File: config.mk
export PLATFORM = sky130hd
export DESIGN_NAME = serial_shift_deserializer
export DESIGN_NICKNAME = d
export VERILOG_FILES = /design/src/rtl/serial_shift_deserializer.sv
export SDC_FILE = /design/constraint.sdc
export NUM_CORES = 1
export LEC_CHECK = 0
export ABC_AREA = 0
export CORE_UTILIZATION = 42
export CTS_CLUSTER_DIAMETER = 200
export CTS_CLUSTER_SIZE = 30
export DETAILED_ROUTE_END_ITERATION = 6
export PLACE_DENSITY_LB_ADDON = 0.12
export SLEW_MARGIN = 20
export SYNTH_ARGS = -nofsm -noshare
export SYNTH_HDL_FRONTEND = slang
export SYNTH_SLANG_ARGS = --single-unit
File: constraint.sdc
create_clock -name clock -period 1.3 [get_ports clock]
set_clock_uncertainty 0.1 [all_clocks]
set_input_delay 0.26 -clock clock [delete_from_list [all_inputs] [get_ports clock]]
set_output_delay 0.26 -clock clock [all_outputs]
set_load 0.02 [all_outputs]
File: src/rtl/serial_shift_deserializer.sv
// Serial-to-parallel receiver: assembles WIDTH-bit words MSB- or LSB-first behind a valid/ready output.
// Optional even-parity trailer bit enabled by defining DESER_PARITY_CHECK_EN.
module serial_shift_deserializer #(
    parameter int unsigned WIDTH = 4
) (
    input  logic             clock,
    input  logic             reset,
    input  logic             ser_in,
    input  logic             ser_valid,
    input  logic             right_shift,
    output logic [WIDTH-1:0] data_out,
    output logic             out_valid,
    input  logic             out_ready,
    output logic             busy,
    output logic             overrun,
    output logic             parity_err
);
    localparam int unsigned CNT_W = $clog2(WIDTH + 1);

    typedef enum logic [1:0] {
        IDLE   = 2'd0,
        SHIFT  = 2'd1,
        PARITY = 2'd2
    } state_t;

    state_t             state, state_n;
    logic [CNT_W-1:0]   bit_cnt, cnt_n;
    logic [WIDTH-1:0]   sreg, sreg_n;
    logic               dir_q, dir_n, dir_eff;
    logic               shift_en;
    logic               complete;
    logic               load;

    // The first bit of a word uses right_shift directly; later bits use the latched direction.
    assign dir_eff = (state == IDLE) ? right_shift : dir_q;

    always_comb begin
        state_n  = state;
        cnt_n    = bit_cnt;
        dir_n    = dir_q;
        shift_en = 1'b0;
        complete = 1'b0;
        case (state)
            IDLE: begin
                if (ser_valid) begin
                    shift_en = 1'b1;
                    dir_n    = right_shift;
                    cnt_n    = CNT_W'(1);
                    state_n  = SHIFT;
                end
            end
            SHIFT: begin
                if (ser_valid) begin
                    shift_en = 1'b1;
                    if (bit_cnt == CNT_W'(WIDTH - 1)) begin
`ifdef DESER_PARITY_CHECK_EN
                        cnt_n   = CNT_W'(WIDTH);
                        state_n = PARITY;
`else
                        cnt_n    = '0;
                        complete = 1'b1;
                        state_n  = IDLE;
`endif
                    end else begin
                        cnt_n = bit_cnt + CNT_W'(1);
                    end
                end
            end
            PARITY: begin
                if (ser_valid) begin
                    cnt_n    = '0;
                    complete = 1'b1;
                    state_n  = IDLE;
                end
            end
            default: begin
                cnt_n   = '0;
                state_n = IDLE;
            end
        endcase
    end

    always_comb begin
        sreg_n = sreg;
        if (shift_en) begin
            if (dir_eff) sreg_n = {ser_in, sreg[WIDTH-1:1]};
            else         sreg_n = {sreg[WIDTH-2:0], ser_in};
        end
    end

    assign load = complete && (!out_valid || out_ready);
    assign busy = (state != IDLE);

    always_ff @(posedge clock) begin
        if (reset) begin
            state     <= IDLE;
            bit_cnt   <= '0;
            sreg      <= '0;
            dir_q     <= 1'b0;
            data_out  <= '0;
            out_valid <= 1'b0;
            overrun   <= 1'b0;
        end else begin
            state   <= state_n;
            bit_cnt <= cnt_n;
            sreg    <= sreg_n;
            dir_q   <= dir_n;
            if (load) begin
                data_out  <= sreg_n;
                out_valid <= 1'b1;
            end else if (complete) begin
                overrun <= 1'b1;
            end else if (out_valid && out_ready) begin
                out_valid <= 1'b0;
            end
        end
    end

`ifdef DESER_PARITY_CHECK_EN
    logic perr_q;
    // Mismatch = XOR of the data bits disagrees with the received even-parity bit.
    always_ff @(posedge clock) begin
        if (reset)     perr_q <= 1'b0;
        else if (load) perr_q <= (^sreg) ^ ser_in;
    end
    assign parity_err = perr_q;
`else
    assign parity_err = 1'b0;
`endif

endmodule

======== After elaboration in Yosys (flattened, before gate mapping) ========
Index checks and enable logic that the tools add are counted.
operators by class
  $add $sub $neg .......................... 1
  equality and inequality tests ........... 8
  mux-type cells .......................... 21
  bitwise logic cells ..................... 1
  reductions and logical operators ........ 13
operator list
  operator               count
  $mux W3                4
  $pmux W3 S3            1
  $mux W1                8
  $mux W2                4
  $mux W4                2
  $ne A2 B2 Y1 const B   4
  $pmux W2 S3            1
  $reduce_and A2 Y1      3
  $reduce_and A4 Y1      1
  $reduce_bool A2 Y1     2
  $add A3 B1 Y3 const B  1
  $eq A3 B2 Y1 const B   1
  $reduce_and A3 Y1      1
  $eq A2 B1 Y1 const B   1
  $eq A2 B2 Y1 const B   1
  $logic_and A1 B1 Y1    2
  $logic_not A2 Y1       1
  $ne A2 B1 Y1 const B   1
  $pmux W1 S2            1
  $reduce_or A2 Y1       1
  $logic_not A1 Y1       1
  $logic_or A1 B1 Y1     1
  $not A1 Y1             1
word-level totals
  register bits after elaboration ......... 16
  input port bits ......................... 6
  output and inout bits ................... 8

======== Logic depth before layout (Yosys ltp) ========
  depth in word-level cells ............... 7
  depth in mapped cells ................... 5

======== Worst setup path after synthesis ========
OpenSTA, ideal clock, no wires.
  path type ............................... reg2reg
  start ................................... register state[0]
  end ..................................... register sreg[0]
  setup time .............................. 0.137 ns
  data arrival time ....................... 1.259 ns
  setup slack ............................. -0.197 ns
  stages on the path, launching flop included .. 4
  period minus slack after synthesis ...... 1.497 ns
  cell sequence ........................... dfxtp_1 -> mux2i_2 -> mux2i_1 -> a211oi_1
on the way
  longest elaborated chain between the ends .. 4
  elaborated cells on any way between the ends .. 7
RTL lines
  item                                                   RTL line  RTL
  from (decl)                                            26        state_t state, state_n;
  from (signal assigned)                                 104       state <= state_n;
  $eq A2 B1 Y1 or $logic_not A2 Y1 (tied branches)       43, 35
  $reduce_or A2 Y1 (no line) or $mux W1 (tied branches)  n/a
  $mux W1 or $mux W4 (tied branches)                     n/a
  $mux W4 *                                              85        if (shift_en) begin
  to (signal assigned)                                   106       sreg <= sreg_n;
  to (decl)                                              28        logic [WIDTH-1:0] sreg, sreg_n;
Every way passes the cells marked *; elsewhere a longest branch is shown, timed or not.
A chain may end at the register's enable or synchronous reset.

======== Worst setup path after layout ========
  start ................................... register state[0]
  end ..................................... register sreg[2]
The elaborated chain is that of the path after synthesis.

==> reports/results.md <==
| Stage | Quantity | Value |
|:---|:---|:---|
| sta | Setup repair after global routing missed its margin | yes |
| power and ir drop | Internal portion of total power | 0.000655 W |
| routing | Number of iterations in the first detailed-routing pass | 3 |
| outcome | Run status | finished with violations |
| setup path | Type of element capturing the critical path | flip-flop |
| placed design | Port-buffer cells | 12 |
| sta | Minimum clock period after layout | 1370 ps |
| yosys | Count of mapped cells out of synthesis | 65 |
| yosys | Average footprint of a synthesized cell | 9.62 um2 |
| floorplan | Initial core utilization | 0.463 |
| floorplan | Area of the placeable core | 0.00135 mm2 |
| cts | Clock sink total | 15 |
| layout | Filler Cells Inserted | 121 |
| grt | Met2 global-route usage | 0.278 |
| yosys | Synthesis Warnings | 0 |
| cts | Clock edge transition at the registers on the reported setup and hold paths | 90 ps |
| routing | Via density | 5.27 |
| sta | Share of the clock period used by the worst path | 1.06 |
| routing | Residual DRC count | 0 |
| cts | Max Buffers Root-to-Sink | 2 |
| grt | Met3 GRT Util | 0.100 |
| power and ir drop | Design Power | 0.000870 W |
| power and ir drop | Pwr per Cell Area | 1010 mW/mm2 |
| grt | Global routing met1 resource utilization | 0.215 |
| grt | Antenna violations before repair | 0 |
| grt | All-layer global routing usage | 0.184 |
| cts | Number of H-tree branching levels | 1 |
| floorplan | Boundary Pins | 14 |
| sta | Max-slew violation total from the final report | 0 |
| routing | Via total after detailed routing | 532 |
| power and ir drop | Switch Pwr | 0.000214 W |
| yosys | Unique masters post-synth | 22 |
| setup path | R2R cell count | 3 |
| hold path | Hold-critical path depth | 2 |
| power and ir drop | Worst vdd ir | 675 uV |
| placed design | Cell Area, Placed | 835 um2 |
| setup path | Setup Crit Path Kind | reg -> reg |
| grt | Vias in the first global route | 420 |
| routing | Number of DRC violations after detailed-routing iteration 0 | 9 |
| setup path | Type of origin of the critical path | flip-flop |
| sta | # setup viols final | 9 |
| cts | Clock tree from TritonCTS | built |
| floorplan | Area enclosed by the die boundary | 0.00165 mm2 |
| layout | Ant diodes | 0 |
| grt | Maximum number of pins on one net before global-route repair | 16 |
| yosys | Number of synthesized register bits | 15 |
| cts | CTS buffer count | 3 |
| placed design | DP Wirelength | 967 um |
| grt | Overflow after GRT | 0 |
| power and ir drop | Combinational cell fraction of total power | 0.138 |
| run | Max_cap viols | 0 |
| power and ir drop | Switching Share | 0.246 |
| layout | Utilization after layout | 0.637 |
| setup path | Worst path required time | 1350 ps |
| placed design | Final estimated routing congestion in global placement | 0.745 |
| power and ir drop | Reported leakage power | 0.358 nW |
| power and ir drop | Proportion of power drawn by flip-flops and latches | 0.567 |
| sta | Number of failing hold endpoints at the final stage | 0 |
| layout | Share of cells above drive strength 1 | 0.360 |
| layout | Layout overhead on the synthesized area | 37.4% |
| yosys | Synthesized cell area | 626 um2 |
| layout | Post-layout net count | 94 |
| power and ir drop | Portion of total power attributed to the clock network | 0.296 |
| floorplan | Die outline height | 40.6 um |
| cts | Latest clock arrival within the worst-skew pair | 280 ps |
| outcome | Violations in the final reports | setup timing |
| layout | Layout Cell Area excl Fill | 860 um2 |
| grt | First-pass GRT wire length | 1870 um |
| hold path | Hold Path Class | reg -> reg |
| routing | Routed length per instance | 12.8 um |
| cts | Cell chosen for the clock root | clkbuf_4 |
| setup path | Arrival @ worst endpoint | 1430 ps |
| floorplan | Cell Rows | 13 |
| routing | Remaining number of nets flagged by the antenna check after routing | 0 |
| sta | Final setup slack of the worst path | -73.2 ps |
| setup path | Critical Path Fanout Max | 6 |
| floorplan | Overall die width | 40.6 um |
| yosys | Register area share after synthesis | 0.480 |
| sta | Fmax | 728 MHz |
| routing | Final wirelength | 1290 um |
| grt | Gr busiest metal | met2 |
| yosys | Post-Syn Nets | 72 |
[metrics by stage]
step                worst slack (ps)  instances  hold WS, ps  TNS, ps
floorplan                      -23.8         65          225    -96.0
global placement                -325         96          354    -3240
detailed placement              -329         96          371    -3470
CTS                            -81.6        101          393     -514
global route                    -124        101          417    -1020
finish                         -73.2        101          387     -429
[per-layer routing]
layer / share of wire / wire (um) / up-vias
met5: 0 / 0 / -
met1: 0.49 / 629 / 249
met3: 0.040 / 51 / 2
met2: 0.46 / 592 / 11
met4: 0.012 / 16 / 0
li1: - / - / 270
[state kept, by name, indices dropped and copies added (netlist names)]
register	flops
data_out	4
bit_cnt	3
state	1
out_valid	1
dir_q	1
overrun	1
sreg	4
[layout by cell type, fill, tap and decap left out, types with 2 or more instances in the layout]
master,n
dfxtp_1,12
a21oi_1,6
inv_1,3
buf_2,2
mux2i_1,4
dfxtp_2,2
nand2b_1,4
a211oi_2,3
nor2_1,8
clkbuf_2,4
clkdlybuf4s50_1,5
a211oi_1,5
buf_4,8
clkbuf_4,3
[power by group through the flow]
| stage | Combinational [W] | Sequential, W | Clock, W |
|---|---|---|---|
| 2_1_floorplan | 0.0000656 | 0.000502 | 0 |
| 3_3_place_gp | 0.000112 | 0.000502 | 0 |
| 3_5_place_dp | 0.000114 | 0.000502 | 0 |
| 4_1_cts | 0.000121 | 0.000493 | 0.000268 |
| 5_1_grt | 0.000131 | 0.000496 | 0.000293 |
| 6_report | 0.000120 | 0.000493 | 0.000257 |
[logic make-up after synthesis]
logic type      after synthesis  synth area share
simple gates                 18             0.166
buf+inv                       7            0.0500
mux                           6             0.102
compound gates               17             0.176
other cells                   1           0.00599
flops                        15             0.480
fa+ha+maj                     1            0.0200
[cells in the mapped netlist]
cell | n | area [um2]
a211oi_1 | 8 | 60.1
a31oi_1 | 1 | 6.26
and3b_1 | 1 | 8.76
clkbuf_1 | 2 | 7.51
nand4_1 | 1 | 6.26
a21oi_1 | 6 | 30.0
ha_1 | 1 | 12.5
mux2i_1 | 5 | 50.1
dfxtp_1 | 15 | 300
and2_4 | 1 | 8.76
nand2b_1 | 4 | 25.0
and2b_2 | 1 | 8.76
a311oi_1 | 1 | 8.76
mux2i_2 | 1 | 13.8
conb_1 | 1 | 3.75
nor3_1 | 1 | 5.00
inv_1 | 3 | 11.3
buf_4 | 1 | 7.51
nor2_1 | 8 | 30.0
clkbuf_2 | 1 | 5.00
o21ai_0 | 1 | 5.00
and4b_2 | 1 | 11.3
[cell type report]
type	count	area, um2	share of cell area
multi-input combinational	43	334	0.389
inverter	3	11.3	0.0131
timing repair buffer	21	161	0.188
clock buffer	3	22.5	0.0262
clock inverter	1	5.00	0.00582
tap	15	18.8	0.0218
sequential	15	307	0.357
[final timing paths]
check                  start  slack, ps         end
setup / recovery    state[0]        -70     sreg[2]
hold / removal    bit_cnt[1]        390  bit_cnt[1]
setup reg to reg    state[0]        -70     sreg[2]
hold reg to reg   bit_cnt[1]        390  bit_cnt[1]
[worst max-delay path, stage by stage, from the launching register on]
cell and delay, ps:
dfxtp_4 400, mux2i_4 320, mux2i_1 310, a211oi_1 110
[timing repair]
item	4_1_cts	5_1_grt
gates resized for setup	21	6
endpoints found under the hold margin	0	0
pin swaps	2	1
hold buffers	0	0
cloned	0	0
buffers inserted	1	0
endpoints found under the setup margin	17	17
No activity file was read; power rests on OpenSTA's default activity.
